==> config.mk <==
export PLATFORM = sky130hd
export DESIGN_NAME = fifo_uart_tx
export DESIGN_NICKNAME = d
export VERILOG_FILES = /design/src/rtl/fifo_uart_tx.sv
export SDC_FILE = /design/constraint.sdc
export NUM_CORES = 1
export LEC_CHECK = 0
export CORE_MARGIN = 8
export CORE_UTILIZATION = 43
export CTS_BUF_LIST = sky130_fd_sc_hd__clkbuf_16
export DETAILED_ROUTE_END_ITERATION = 6
export PLACE_DENSITY = 0.68
export SYNTH_ARGS = -nofsm -noshare
export SYNTH_HDL_FRONTEND = slang
export SYNTH_SLANG_ARGS = --single-unit
==> constraint.sdc <==
create_clock -name clk -period 2.24 [get_ports clk]
set_input_delay 0.336 -clock clk [delete_from_list [all_inputs] [get_ports clk]]
set_output_delay 0.336 -clock clk [all_outputs]
set_load 0.03 [all_outputs]
==> src/rtl/fifo_uart_tx.sv <==
`default_nettype none
// ============================================================================
// Module   : fifo_uart_tx
// Brief    : Drains a first-word-fall-through FIFO one word at a time and
//            serialises each word as start / LSB-first data / [parity] / stop.
// Revision : 1.0 - initial release
// ============================================================================
module fifo_uart_tx #(
    parameter int WIDTH        = 8,
    parameter int CLKS_PER_BIT = 4,
    parameter int PARITY_EN    = 0,
    parameter int PARITY_ODD   = 0
) (
    input  logic             clk,
    input  logic             res_n,
    input  logic             empty,
    input  logic [WIDTH-1:0] rdata,
    output logic             shift_out,
    output logic             tx,
    output logic             busy,
    output logic             frame_done
);

    localparam int BW = (CLKS_PER_BIT > 1) ? $clog2(CLKS_PER_BIT) : 1;
    localparam int IW = (WIDTH > 1) ? $clog2(WIDTH) : 1;

    localparam logic [BW-1:0] C_BAUD_LAST = BW'(CLKS_PER_BIT - 1);
    localparam logic [IW-1:0] C_BIT_LAST  = IW'(WIDTH - 1);
    localparam logic          C_PAR_INIT  = (PARITY_ODD != 0);
    localparam logic          C_PAR_EN    = (PARITY_EN != 0);

    typedef enum logic [2:0] {
        S_IDLE   = 3'd0,
        S_START  = 3'd1,
        S_DATA   = 3'd2,
        S_PARITY = 3'd3,
        S_STOP   = 3'd4
    } state_t;

    state_t            state_q, state_d;
    logic [BW-1:0]     baud_q, baud_d;
    logic [IW-1:0]     bit_q, bit_d;
    logic [WIDTH-1:0]  sreg_q, sreg_d;
    logic              par_q, par_d;
    logic              tx_q, tx_d;

    logic              w_baud_last;
    logic [WIDTH-1:0]  w_sreg_shr;

    assign w_baud_last = (baud_q == C_BAUD_LAST);
    assign w_sreg_shr  = sreg_q >> 1;

    // The pop is only offered from IDLE, so empty is ignored mid-frame.
    assign shift_out  = res_n & (state_q == S_IDLE) & ~empty;
    assign tx         = tx_q;
    assign busy       = (state_q != S_IDLE);
    assign frame_done = (state_q == S_STOP) & w_baud_last;

    always_comb begin
        state_d = state_q;
        baud_d  = w_baud_last ? '0 : baud_q + 1'b1;
        bit_d   = bit_q;
        sreg_d  = sreg_q;
        par_d   = par_q;
        tx_d    = tx_q;

        case (state_q)
            S_IDLE: begin
                baud_d = '0;
                tx_d   = 1'b1;
                if (shift_out) begin
                    sreg_d  = rdata;
                    par_d   = (^rdata) ^ C_PAR_INIT;
                    bit_d   = '0;
                    tx_d    = 1'b0;
                    state_d = S_START;
                end
            end
            S_START: begin
                if (w_baud_last) begin
                    tx_d    = sreg_q[0];
                    state_d = S_DATA;
                end
            end
            S_DATA: begin
                if (w_baud_last) begin
                    // The bit index stops at the last bit instead of wrapping.
                    if (bit_q == C_BIT_LAST) begin
                        if (C_PAR_EN) begin
                            tx_d    = par_q;
                            state_d = S_PARITY;
                        end else begin
                            tx_d    = 1'b1;
                            state_d = S_STOP;
                        end
                    end else begin
                        sreg_d = w_sreg_shr;
                        bit_d  = bit_q + 1'b1;
                        tx_d   = w_sreg_shr[0];
                    end
                end
            end
            S_PARITY: begin
                if (w_baud_last) begin
                    tx_d    = 1'b1;
                    state_d = S_STOP;
                end
            end
            S_STOP: begin
                if (w_baud_last) begin
                    tx_d    = 1'b1;
                    state_d = S_IDLE;
                end
            end
            default: begin
                tx_d    = 1'b1;
                state_d = S_IDLE;
            end
        endcase
    end

    always_ff @(posedge clk) begin
        if (!res_n) begin
            state_q <= S_IDLE;
            baud_q  <= '0;
            bit_q   <= '0;
            sreg_q  <= '0;
            par_q   <= 1'b0;
            tx_q    <= 1'b1;
        end else begin
            state_q <= state_d;
            baud_q  <= baud_d;
            bit_q   <= bit_d;
            sreg_q  <= sreg_d;
            par_q   <= par_d;
            tx_q    <= tx_d;
        end
    end

endmodule
`default_nettype wire
==> results.md, run 1 <==
CTS:
- The clock-pin slew on the worst setup and hold paths is 0.05 ns.
- Buffers added to address setup during post-CTS repair amount to 0.
- At the later pin of the worst-skew pair, clock insertion delay measures 0.25 ns.
- In this run the number of H-tree levels came out at 1.
- The number of hold-repair buffers added at the cts stage is 0.
- Gates resized during post-CTS repair numbered 0.
- The clock passes through at most 2 buffers.
- Buffers inserted during clock tree synthesis total 3.
- TritonCTS built the clock tree.
- The master cell of the clock root buffer is sky130_fd_sc_hd__clkbuf_16.
- The number of sinks driven by the clock tree is 17.

Yosys:
- The count of distinct cell types in the synthesized netlist is 34.
- The number of enable flip-flop cells after synthesis is 0.
- The leading area contributor after synthesis is sky130_fd_sc_hd__dfxtp_1.
- The number of nets in the synthesized netlist is 98.
- The part of the Yosys area used for sequential elements is 41.4%.
- The post-synthesis instance total is 84.
- Yosys attributes the largest share of cell area to sky130_fd_sc_hd__dfxtp_1 41%, sky130_fd_sc_hd__o221a_2 9.6%, sky130_fd_sc_hd__o21a_1 7.3%, sky130_fd_sc_hd__ha_1 4.6%, sky130_fd_sc_hd__o22ai_1 3.0%.
- In this run the biggest area consumer among cell types represents 41.4% of the synthesized area.
- For this run, the number of Yosys warnings is 0.
- The share of flip-flops with an asynchronous set or reset is 0%.
- Counting flops and latches in the post-synthesis netlist gives 17.
- The post-synthesis average cell area is 9.79 um^2.
- Among all flip-flop cells after synthesis, the most frequent one is sky130_fd_sc_hd__dfxtp_1.
- The mapped netlist covers 822 um^2.

Setup path:
- The endpoint class of the critical path is an output port.
- For the worst flop-to-flop path, the logic depth is 5.
- The critical path goes through ha_1 > and3_1 > clkdlybuf4s50_1.
- The largest fanout on the critical path is 7.
- In this run the critical register-to-register path is launched from bit_q[0]$_SDFFE_PN0P_.
- Across all register-to-register paths, the minimum setup slack is 0.39 ns.
- The number of buffers and inverters on the critical path is 1.
- Following the worst setup path forward leads to its endpoint at frame_done.
- The data required time of the worst path is 1.90 ns.
- The critical path runs through a total of 3 cells.
- The critical path arrival is 1.72 ns.
- On the worst path, the slowest cell contributes a delay of 0.66 ns.
- The worst setup path is of the reg -> out kind.
- The endpoint of the worst-slack reg-to-reg timing path is sreg_q[1]$_SDFFE_PN0P_.
- The critical path starts at baud_q[0]$_SDFF_PP0_.
- The gate family responsible for the most delay along the worst path is buffers and inverters.
- The standard cell with the maximum stage delay on the critical path is sky130_fd_sc_hd__clkdlybuf4s50_1.
- The worst setup path is launched from a flip-flop.

Power and ir drop:
- The share of power burned in registers is 41.8%.
- The leakage dissipation is 0.423 nW.
- The worst IR drop on VDD is 0.000409 V.
- Internal power comes to 0.609 mW.
- The net switching power figure is 0.178 mW.
- The total power divided by cell area is 750 mW/mm^2.
- The clock network burns 46.1% of the power.
- In this run switching power makes up 22.6% of total power.
- The share of total power dissipated in combinational logic is 12.0%.

Global route:
- The total global routing overflow is 0.
- In the global route stage, overall resource usage came out at 10.2%.
- Entering global routing, the biggest net connects 20 pins.
- The number of global-route vias before repair was 657.
- The first global-routing pass estimated 2850 um of wire.
- The number of antenna violations at the first check in global routing was 0.

STA:
- Setup repair after global routing left no endpoint under its margin.
- The peak clock frequency supported by timing is 487 MHz.
- Setup violations remaining at the end of the flow were counted as 0.
- The relative slew slack is 69.5%.
- The total count of max-transition violations in the final report was 0.
- The hold violation total from the final report came to 0.
- The minimum clock period is 2.05 ns.
- The setup total negative slack is 0 ns.
- The transition time at the pin with the least slew margin is 0.446 ns.
- The worst clock skew on the final layout is 0.00265 ns.
- The final worst-path cycle share is 91.7%.

Detailed routing:
- In the detailed route, the total length drawn on met2 is 743 um.
- The detailed router placed 656 vias in this run.
- The first-pass iteration count of the detailed router is 4.
- The final layout contains routed wiring with a total length of 1680 um.
- After detailed routing, the average wire length per cell comes to 13.5 um.
- The total met3 wirelength after detailed routing is 80 um.
- For this block, the initial DRC count from the detailed router was 12.
- The top routing layer in use is met4.
- Dividing the detail-routed via count by the number of cells gives 5.25.
- Once detail routing completed, the nets flagged for antenna violations numbered 0.
- The DRC violations left is 0.
- The met1 routed wirelength after detailed routing is 848 um.

Final layout:
- From synthesis to final layout, the design area changed by 27.7%.
- The post-route netlist has 19.4% of its cells at a drive strength greater than 1.
- The final layout contains 113 nets.
- 0 antenna diodes ended up in the layout.
- The finished layout holds 125 standard cells, fillers aside.

Hold path:
- Along the worst hold path, the cell count comes to 1.
- The classification of the worst-slack hold path is reg -> reg.

Die:
- The site row count is 16.
- The die is 59.7 um tall.
- The die width is 59.7 um.
- The effective utilization at floorplan is 43.7%.
- The floorplan step defined a core boundary enclosing 0.00188 mm^2.
- The floorplan step defined a die boundary enclosing 0.00357 mm^2.
- 15 I/O pins were placed.

Placement:
- After detailed placement, the design holds a cell count of 121.
- Buffers placed on the I/O ports in this run total 14.
- Once detailed placement completed, the half-perimeter wirelength came to 1240 um.
- The routability-driven placement congestion ratio is 0.766.

Run status:
- The run finished with clean final reports.

Flow run:
- The tool flagged a number of max-cap violations equal to 0.
## power groups by stage
stage / Sequential, mW / Clock, mW / Combinational [mW]
after floorplan: 0.334 / 0 / 0.0604
after global placement: 0.335 / 0 / 0.0937
after detailed placement: 0.336 / 0 / 0.0951
after CTS: 0.329 / 0.367 / 0.0959
after global routing: 0.332 / 0.376 / 0.104
final: 0.329 / 0.363 / 0.0948
## sequential cells by signal, summed over array words and instances (netlist names)
signal   count
sreg_q       8
bit_q        3
state_q      3
baud_q       2
tx           1
## synth_stat cells, drive strengths merged (2+ instances only)
cell,count
buf,5
nand3,3
inv,2
o21a,8
ha,3
and3,2
nand3b,2
dfxtp,17
a21oi,2
nor2,5
clkbuf,2
nand2,5
or3,2
o22ai,4
o221a,7
## final cells by class
class	count	area, um^2
repair buffers	17	160
multi-input cells	58	428
flip-flops and latches	17	340
clock buffers	3	75.1
clock inverters	1	5.00
inverters	2	7.51
well taps	27	33.8
fillers	193	832
## layout by cell type (no fill, tap or decap), types with 4 or more instances in the layout
master,Yosys,layout
sky130_fd_sc_hd__o22ai_1,4,4
sky130_fd_sc_hd__clkdlybuf4s50_1,0,13
sky130_fd_sc_hd__o21a_1,8,8
sky130_fd_sc_hd__dfxtp_1,17,17
sky130_fd_sc_hd__o221a_2,7,7
sky130_fd_sc_hd__nor2_1,5,5
sky130_fd_sc_hd__buf_4,1,4
sky130_fd_sc_hd__nand2_1,5,5
## stage by stage
| stage | hold slack [ns] | worst slack [ns] | area, um^2 | total power, mW | utilization, % |
|---|---|---|---|---|---|
| floorplan | 0.407 | 0.435 | 822 | 0.395 | - |
| global placement | 0.415 | 0.326 | 970 | 0.429 | 51.5 |
| detailed placement | 0.431 | 0.308 | 970 | 0.431 | 51.5 |
| CTS | 0.438 | 0.173 | 1050 | 0.792 | 55.8 |
| global route | 0.456 | 0.111 | 1050 | 0.811 | 55.8 |
| finish | 0.431 | 0.186 | 1050 | 0.787 | 55.8 |
## worst min-delay path by stage
stage	slack, ns	endpoint	start
2_1_floorplan	0.41	baud_q[0]$_SDFF_PP0_	baud_q[0]$_SDFF_PP0_
3_3_place_gp	0.42	baud_q[0]$_SDFF_PP0_	baud_q[0]$_SDFF_PP0_
3_5_place_dp	0.43	baud_q[0]$_SDFF_PP0_	baud_q[0]$_SDFF_PP0_
4_1_cts	0.44	baud_q[0]$_SDFF_PP0_	baud_q[0]$_SDFF_PP0_
5_1_grt	0.46	baud_q[0]$_SDFF_PP0_	baud_q[0]$_SDFF_PP0_
6_report	0.43	baud_q[0]$_SDFF_PP0_	baud_q[0]$_SDFF_PP0_
## cell families after synthesis
family | count (synthesis) | synth area share [%]
simple gates | 28 | 20.4
fa+ha+maj | 3 | 4.57
compound gates | 26 | 25.9
flops | 17 | 41.4
buf+inv | 9 | 6.54
mux | 1 | 1.22
## routing by layer
layer,vias to the layer above,GRT usage (%)
met1,293,12.8
met3,2,3.66
met4,0,4.08
met2,13,15.4
met5,-,0
li1,348,-
Power figures use the tool's default switching activity.
==> run 2, diff against run 1 <==
--- a/config.mk
+++ b/config.mk
@@ -5,11 +5,13 @@
 export SDC_FILE = /design/constraint.sdc
 export NUM_CORES = 1
 export LEC_CHECK = 0
+export CELL_PAD_IN_SITES_DETAIL_PLACEMENT = 0
+export CELL_PAD_IN_SITES_GLOBAL_PLACEMENT = 1
 export CORE_MARGIN = 8
-export CORE_UTILIZATION = 43
+export CORE_UTILIZATION = 38
 export CTS_BUF_LIST = sky130_fd_sc_hd__clkbuf_16
 export DETAILED_ROUTE_END_ITERATION = 6
-export PLACE_DENSITY = 0.68
+export PLACE_DENSITY_LB_ADDON = 0.1
 export SYNTH_ARGS = -nofsm -noshare
 export SYNTH_HDL_FRONTEND = slang
 export SYNTH_SLANG_ARGS = --single-unit
==> results.md, run 2 (synthesis results as in run 1) <==
STA:
- The final worst slack is 0.179 ns (was 0.186 ns).
- The final worst-path cycle share is 92.0% (was 91.7%).
- The peak clock frequency supported by timing is 485 MHz (was 487 MHz).
- The worst clock skew on the final layout was 0.00355 ns (was 0.00265 ns).
- The hold violation total from the final report is 0 (unchanged).
- The minimum clock period is 2.06 ns (was 2.05 ns).
- The transition time at the pin with the least slew margin came to 0.442 ns (was 0.446 ns).
- The relative slew slack is 69.8% (was 69.5%).
- The total count of max-transition violations in the final report is 0 (unchanged).
- Unrepaired setup endpoints after global routing: no (unchanged).
- The setup total negative slack is 0 ns (unchanged).
- The final setup violation count is 0 (unchanged).

Die:
- The total die area is 0.00391 mm^2 (was 0.00357 mm^2).
- The die boundary height is 62.5 um (was 59.7 um).
- The site row count is 17 (was 16).
- The effective utilization at floorplan is 38.6% (was 43.7%).
- The placeable core area is 0.00213 mm^2 (was 0.00188 mm^2).
- The number of top-level design ports is 15 (unchanged).
- The die width was 62.5 um (was 59.7 um).

Setup path:
- The gate family responsible for the most delay along the worst path is buffers and inverters (unchanged).
- The critical path arrival is 1.72 ns (about the same).
- The standard cell with the maximum stage delay on the critical path is sky130_fd_sc_hd__clkdlybuf4s50_1 (unchanged).
- The largest fanout on the critical path is 7 (unchanged).
- The worst stage delay on the critical path is 0.66 ns (about the same).
- The critical path buffer and inverter count was 1 (unchanged).
- The kind of critical path is reg -> out (unchanged).
- The data required time of the worst path is 1.90 ns (about the same).
- The endpoint class of the critical path is an output port (unchanged).
- The startpoint type of the worst setup path is a flip-flop (unchanged).
- Critical Path, Cell by Cell: ha_1 > and3_1 > clkdlybuf4s50_1 (unchanged).

Global route:
- The total global-route track usage came to 9.00% (was 10.2%).
- The number of antenna violations at the first check in global routing is 0 (unchanged).
- The largest net degree at the start of global routing is 20 (unchanged).
- The total global routing overflow is 0 (unchanged).
- The number of global-route vias before repair is 678 (was 657).
- The global-route wire length before repair was 2960 um (was 2850 um).

Placement:
- The pre-CTS setup slack is 0.307 ns (was 0.308 ns).
- The half-perimeter wire length after detailed placement is 1280 um (was 1240 um).
- The routability-driven placement congestion ratio is 0.689 (was 0.766).
- The total of buffers placed on input and output ports came to 14 (unchanged).

Detailed routing:
- The final routed wirelength across all metal layers is 1750 um (was 1680 um).
- The first-pass iteration count of the detailed router is 4 (unchanged).
- The mean number of vias per cell is 5.40 (was 5.25).
- The number of DRC violations after detailed-routing iteration 0 was 23 (was 12).
- The remaining antenna violation count after routing is 0 (unchanged).
- The number of vias after detailed routing is 680 (was 656).
- The DRC violations left came to 0 (unchanged).
- The routed wirelength normalized by instance count is 13.9 um (was 13.5 um).

Hold path:
- The classification of the worst-slack hold path is reg -> reg (unchanged).

Power and ir drop:
- The worst IR drop on VDD is 0.000748 V (was 0.000409 V).
- The leakage dissipation is 0.423 nW (unchanged).
- The total power divided by cell area is 743 mW/mm^2 (was 750 mW/mm^2).

Final layout:
- The number of diodes is 0 (unchanged).
- Largest regs: sreg_q (8), bit_q (3), state_q (3) (unchanged).
- Commonest cells after routing, fill and taps aside: 17 x sky130_fd_sc_hd__dfxtp_1, 13 x sky130_fd_sc_hd__clkdlybuf4s50_1, 8 x sky130_fd_sc_hd__o21a_1 (unchanged).
- The fraction of layout cells with a size suffix above 1 was 19.4% (unchanged).
- The number of fill cells came to 229 (was 193).
- The relative area change from synthesis to final layout is 27.9% (was 27.7%).
- The largest register by flop count was sreg_q (unchanged).
- The flip-flop count of the largest register after layout is 8 (unchanged).
- The number of nets in the finished design is 113 (unchanged).
- The most common cell after layout, fill and taps aside is sky130_fd_sc_hd__dfxtp_1 (unchanged).

Run status:
- Outcome: finished, final reports clean (unchanged).

CTS:
- The number of gates resized after CTS is 0 (unchanged).
- The deepest level of the CTS H-tree was 1 (unchanged).
- The CTS tree is yes (unchanged).
- The number of sinks driven by the clock tree is 17 (unchanged).
- The master cell of the clock root buffer is sky130_fd_sc_hd__clkbuf_16 (unchanged).
- The clock-pin slew on the worst setup and hold paths was 0.05 ns (about the same).
- The number of hold-repair buffers added at the cts stage came to 0 (unchanged).
- The clock buffer count from CTS is 3 (unchanged).
- The post-CTS setup buffer count came to 0 (unchanged).
- The clock latency at the later pin of the worst-skew pair came to 0.25 ns (about the same).
- The largest buffer count on any clock path is 2 (unchanged).

Flow run:
- The max-capacitance violation count was 0 (unchanged).
[run 2: final timing paths]
kind / from / depth (start not counted) / slack, ns / end
worst max-delay path: baud_q[0]$_SDFF_PP0_ / 3 / 0.18 / frame_done
worst min-delay path: baud_q[0]$_SDFF_PP0_ / 1 / 0.43 / baud_q[0]$_SDFF_PP0_
worst max register to register: bit_q[0]$_SDFFE_PN0P_ / 5 / 0.36 / sreg_q[6]$_SDFFE_PN0P_
worst min register to register: baud_q[0]$_SDFF_PP0_ / 1 / 0.43 / baud_q[0]$_SDFF_PP0_
[run 2: final cells by class]
| type | instances | area [um^2] | share of cell area (%) |
|---|---|---|---|
| Clock buffer | 3 | 75.1 | 7.14 |
| Sequential cell | 17 | 340 | 32.4 |
| Timing Repair Buffer | 17 | 160 | 15.2 |
| Multi-Input combinational cell | 58 | 428 | 40.7 |
| Clock inverter | 1 | 5.00 | 0.476 |
| Tap cell | 28 | 35.0 | 3.33 |
| Inverter | 2 | 7.51 | 0.714 |
[run 2: stage by stage]
stage	util (%)	hold slack [ns]	cells	power [mW]	instance area [um^2]
5_1_grt	49.4	0.457	126	0.813	1050
6_report	49.4	0.428	126	0.781	1050
3_5_place_dp	45.6	0.425	122	0.432	971
2_1_floorplan	-	0.407	84	0.395	822
3_3_place_gp	45.6	0.416	122	0.431	971
4_1_cts	49.4	0.432	126	0.793	1050
[run 2: metal layers]
| layer | vias to the layer above | share of wire, % | track usage [%] |
|---|---|---|---|
| met5 | - | 0 | 0 |
| met4 | 0 | 0.80 | 2.56 |
| met3 | 2 | 5.4 | 4.66 |
| met2 | 11 | 44 | 13.7 |
| met1 | 320 | 49 | 10.7 |
| li1 | 347 | - | - |
[run 2: where the power goes]
part | total [mW] | internal (mW) | switching, mW | leakage [nW]
Sequential | 0.329 | 0.318 | 0.0115 | 0.139
Clock | 0.357 | 0.239 | 0.118 | 0.0409
Combinational | 0.0949 | 0.0525 | 0.0425 | 0.243
Total | 0.781 | 0.609 | 0.172 | 0.423
==> run 3, diff against run 2 <==
==> config.mk (replaced) <==
export PLATFORM = sky130hd
export DESIGN_NAME = fifo_uart_tx
export DESIGN_NICKNAME = d
export VERILOG_FILES = /design/src/rtl/fifo_uart_tx.sv
export SDC_FILE = /design/constraint.sdc
export NUM_CORES = 1
export LEC_CHECK = 0
export CAP_MARGIN = 10
export CORE_MARGIN = 8
export CORE_UTILIZATION = 43
export CTS_BUF_LIST = sky130_fd_sc_hd__clkbuf_16
export DETAILED_ROUTE_END_ITERATION = 6
export PLACE_DENSITY = 0.68
export SYNTH_ARGS = -nofsm -noshare
export SYNTH_HDL_FRONTEND = slang
export SYNTH_SLANG_ARGS = --single-unit
==> results of run 3 <==
Same layout as run 1: the final DEF is identical, and so are final timing and power.
==> RTL change, RTL diff (flow settings as in run 3) <==
Register the output `tx` once more, without a reset; this adds one clock of latency there. The other outputs are not delayed to match.
--- a/src/rtl/fifo_uart_tx.sv
+++ b/src/rtl/fifo_uart_tx.sv
@@ -54,3 +54,5 @@
     assign shift_out  = res_n & (state_q == S_IDLE) & ~empty;
-    assign tx         = tx_q;
+    always_ff @(posedge clk) begin
+        tx <= tx_q;
+    end
     assign busy       = (state_q != S_IDLE);
Formal check against the unedited RTL: not equivalent (a bounded check fails within 4 cycles, from zero or initial values).
==> RTL change against run 3 <==
- non-clock buffer count is 2 higher
- core utilization is 2.4 points higher
- first-iteration DRC count is 25% lower
- routed wire length is 2.6% higher
- design area is 11% higher
- clock skew is 0.00071 ns lower
- sequential cell count is 1 higher
- synthesized area is 12% higher
- via count is 8.1% higher
- sequential share of layout area is 1.5 points lower
- power is 1.5% higher
- setup slack worse by 0.057 ns
- count of clock-buffer cells in the layout stayed put
- highest routed layer unchanged
==> RTL change: results (changes against run 3) <==
Run status
  • Outcome: finished clean (unchanged)

Placed design
  • Placed Area: 1080 um^2 (was 970 um^2)
  • Final HPWL DP: 1300 um (was 1240 um)
  • Place WS: 0.309 ns (was 0.308 ns)
  • Gp weighted congestion: 0.831 (was 0.766)

Yosys
  • Cells after Synth: 95 (was 84)
  • Largest cells by area after synthesis: dfxtp_1 39%, mux2_2 9.7%, mux2i_1 8.7%, nand2_1 6.9%, ha_1 4.1% (was dfxtp_1 41%, o221a_2 9.6%, o21a_1 7.3%, ha_1 4.6%, o22ai_1 3.0%)
  • Count of cell types in the netlist: 31 (was 34)
  • Register area share after synthesis: 39.0% (was 41.4%)
  • Synth top cells by count: 18 x dfxtp_1, 17 x nand2_1, 8 x mux2_2, 8 x mux2i_1, 5 x nor2_1 (was 17 x dfxtp_1, 8 x o21a_1, 7 x o221a_2)
  • Synth Net Count: 109 (was 98)

Route
  • Drt wl/cell: 12.5 um (was 13.5 um)
  • Via density: 5.14 (was 5.25)
  • Starting DRT DRC Count: 9 (was 12)
  • Routed WL: 1730 um (was 1680 um)

GRT
  • Vias in the first global route: 699 (was 657)
  • Pin count of the biggest net entering global routing: 16 (was 20)
  • First-pass GRT wire length: 3080 um (was 2850 um)
  • GRT Overall Usage: 9.61% (was 10.2%)

Clock network
  • Clock buffer count from CTS: 3 (unchanged)

Worst hold path
  • Worst Hold Launch: tx_q (was baud_q[0])
  • Hold path depth: 0 (was 1)

Layout
  • Share of cells above drive strength 1: 20.7% (was 19.4%)
  • Area of the multi-input gates: 505 um^2 (was 428 um^2)
  • Filler cells: 186 (was 193)

Timing
  • Slew @ Worst Pin: 0.410 ns (was 0.446 ns)

Power
  • Worst vdd ir: 0.453 mV (was 0.409 mV)
  • Sw power: 0.175 mW (was 0.178 mW)
  • Clk pwr share: 45.0% (was 46.1%)

Critical path
  • CP max FO: 10 (was 7)
  • Critical Path AT: 1.78 ns (was 1.72 ns)
  • Crit. Startpoint: state_q[0] (was baud_q[0])
  • Worst r2r path cells: 6 (was 5)
==> RTL change: repair_timing <==
action                                  CTS  global route
endpoints found under the setup margin    0             1
hold buffers                              0             0
gates resized for setup                   0             1
==> RTL change: cell type report <==
type	count	area share, %
clock buffers	3	6.44
clock inverters	1	0.322
inverters	3	0.967
multi-input cells	67	43.4
flip-flops and latches	18	30.9
well taps	27	2.90
repair buffers	19	15.0
==> RTL change: logic make-up (layout without fill, tap and decap cells) <==
| kind of cell | Yosys count | in the layout | synth area share [%] |
|---|---|---|---|
| multiplexers | 16 | 16 | 18.4 |
| XOR/XNOR | 1 | 1 | 0.947 |
| flip-flops | 18 | 18 | 39.0 |
| AND/OR/NAND/NOR | 36 | 36 | 21.4 |
| AO/OA/AOI/OAI | 11 | 11 | 9.61 |
| buffers and inverters | 10 | 26 | 6.63 |
| adder cells (fa/ha/maj) | 3 | 3 | 4.06 |
==> RTL change: worst max-delay path, cell delays in order (launching register included) <==
cell and delay, ns:
dfxtp_1 0.42, nor2_2 0.23, and3_2 0.21, clkdlybuf4s50_1 0.67
==> RTL change: per-layer routing <==
metal	part of all wire, %	wire, um	track usage, %
met2	48	821	15.1
met4	2.1	36	5.13
met1	44	765	10.4
met3	5.9	102	4.66
met5	0	0	0
==> RTL change: worst paths after layout <==
kind | to | slack (ns)
min | tx | 0.36
min reg2reg | tx | 0.36
max reg2reg | sreg_q[3] | 0.47
max | frame_done | 0.13
==> RTL change: power by group through the flow <==
stage               Sequential, mW  Clock, mW  Combinational [mW]
floorplan                    0.351          0              0.0605
global placement             0.351          0              0.0921
detailed placement           0.353          0              0.0943
CTS                          0.346      0.367              0.0945
global route                 0.348      0.375               0.104
finish                       0.346      0.360              0.0933
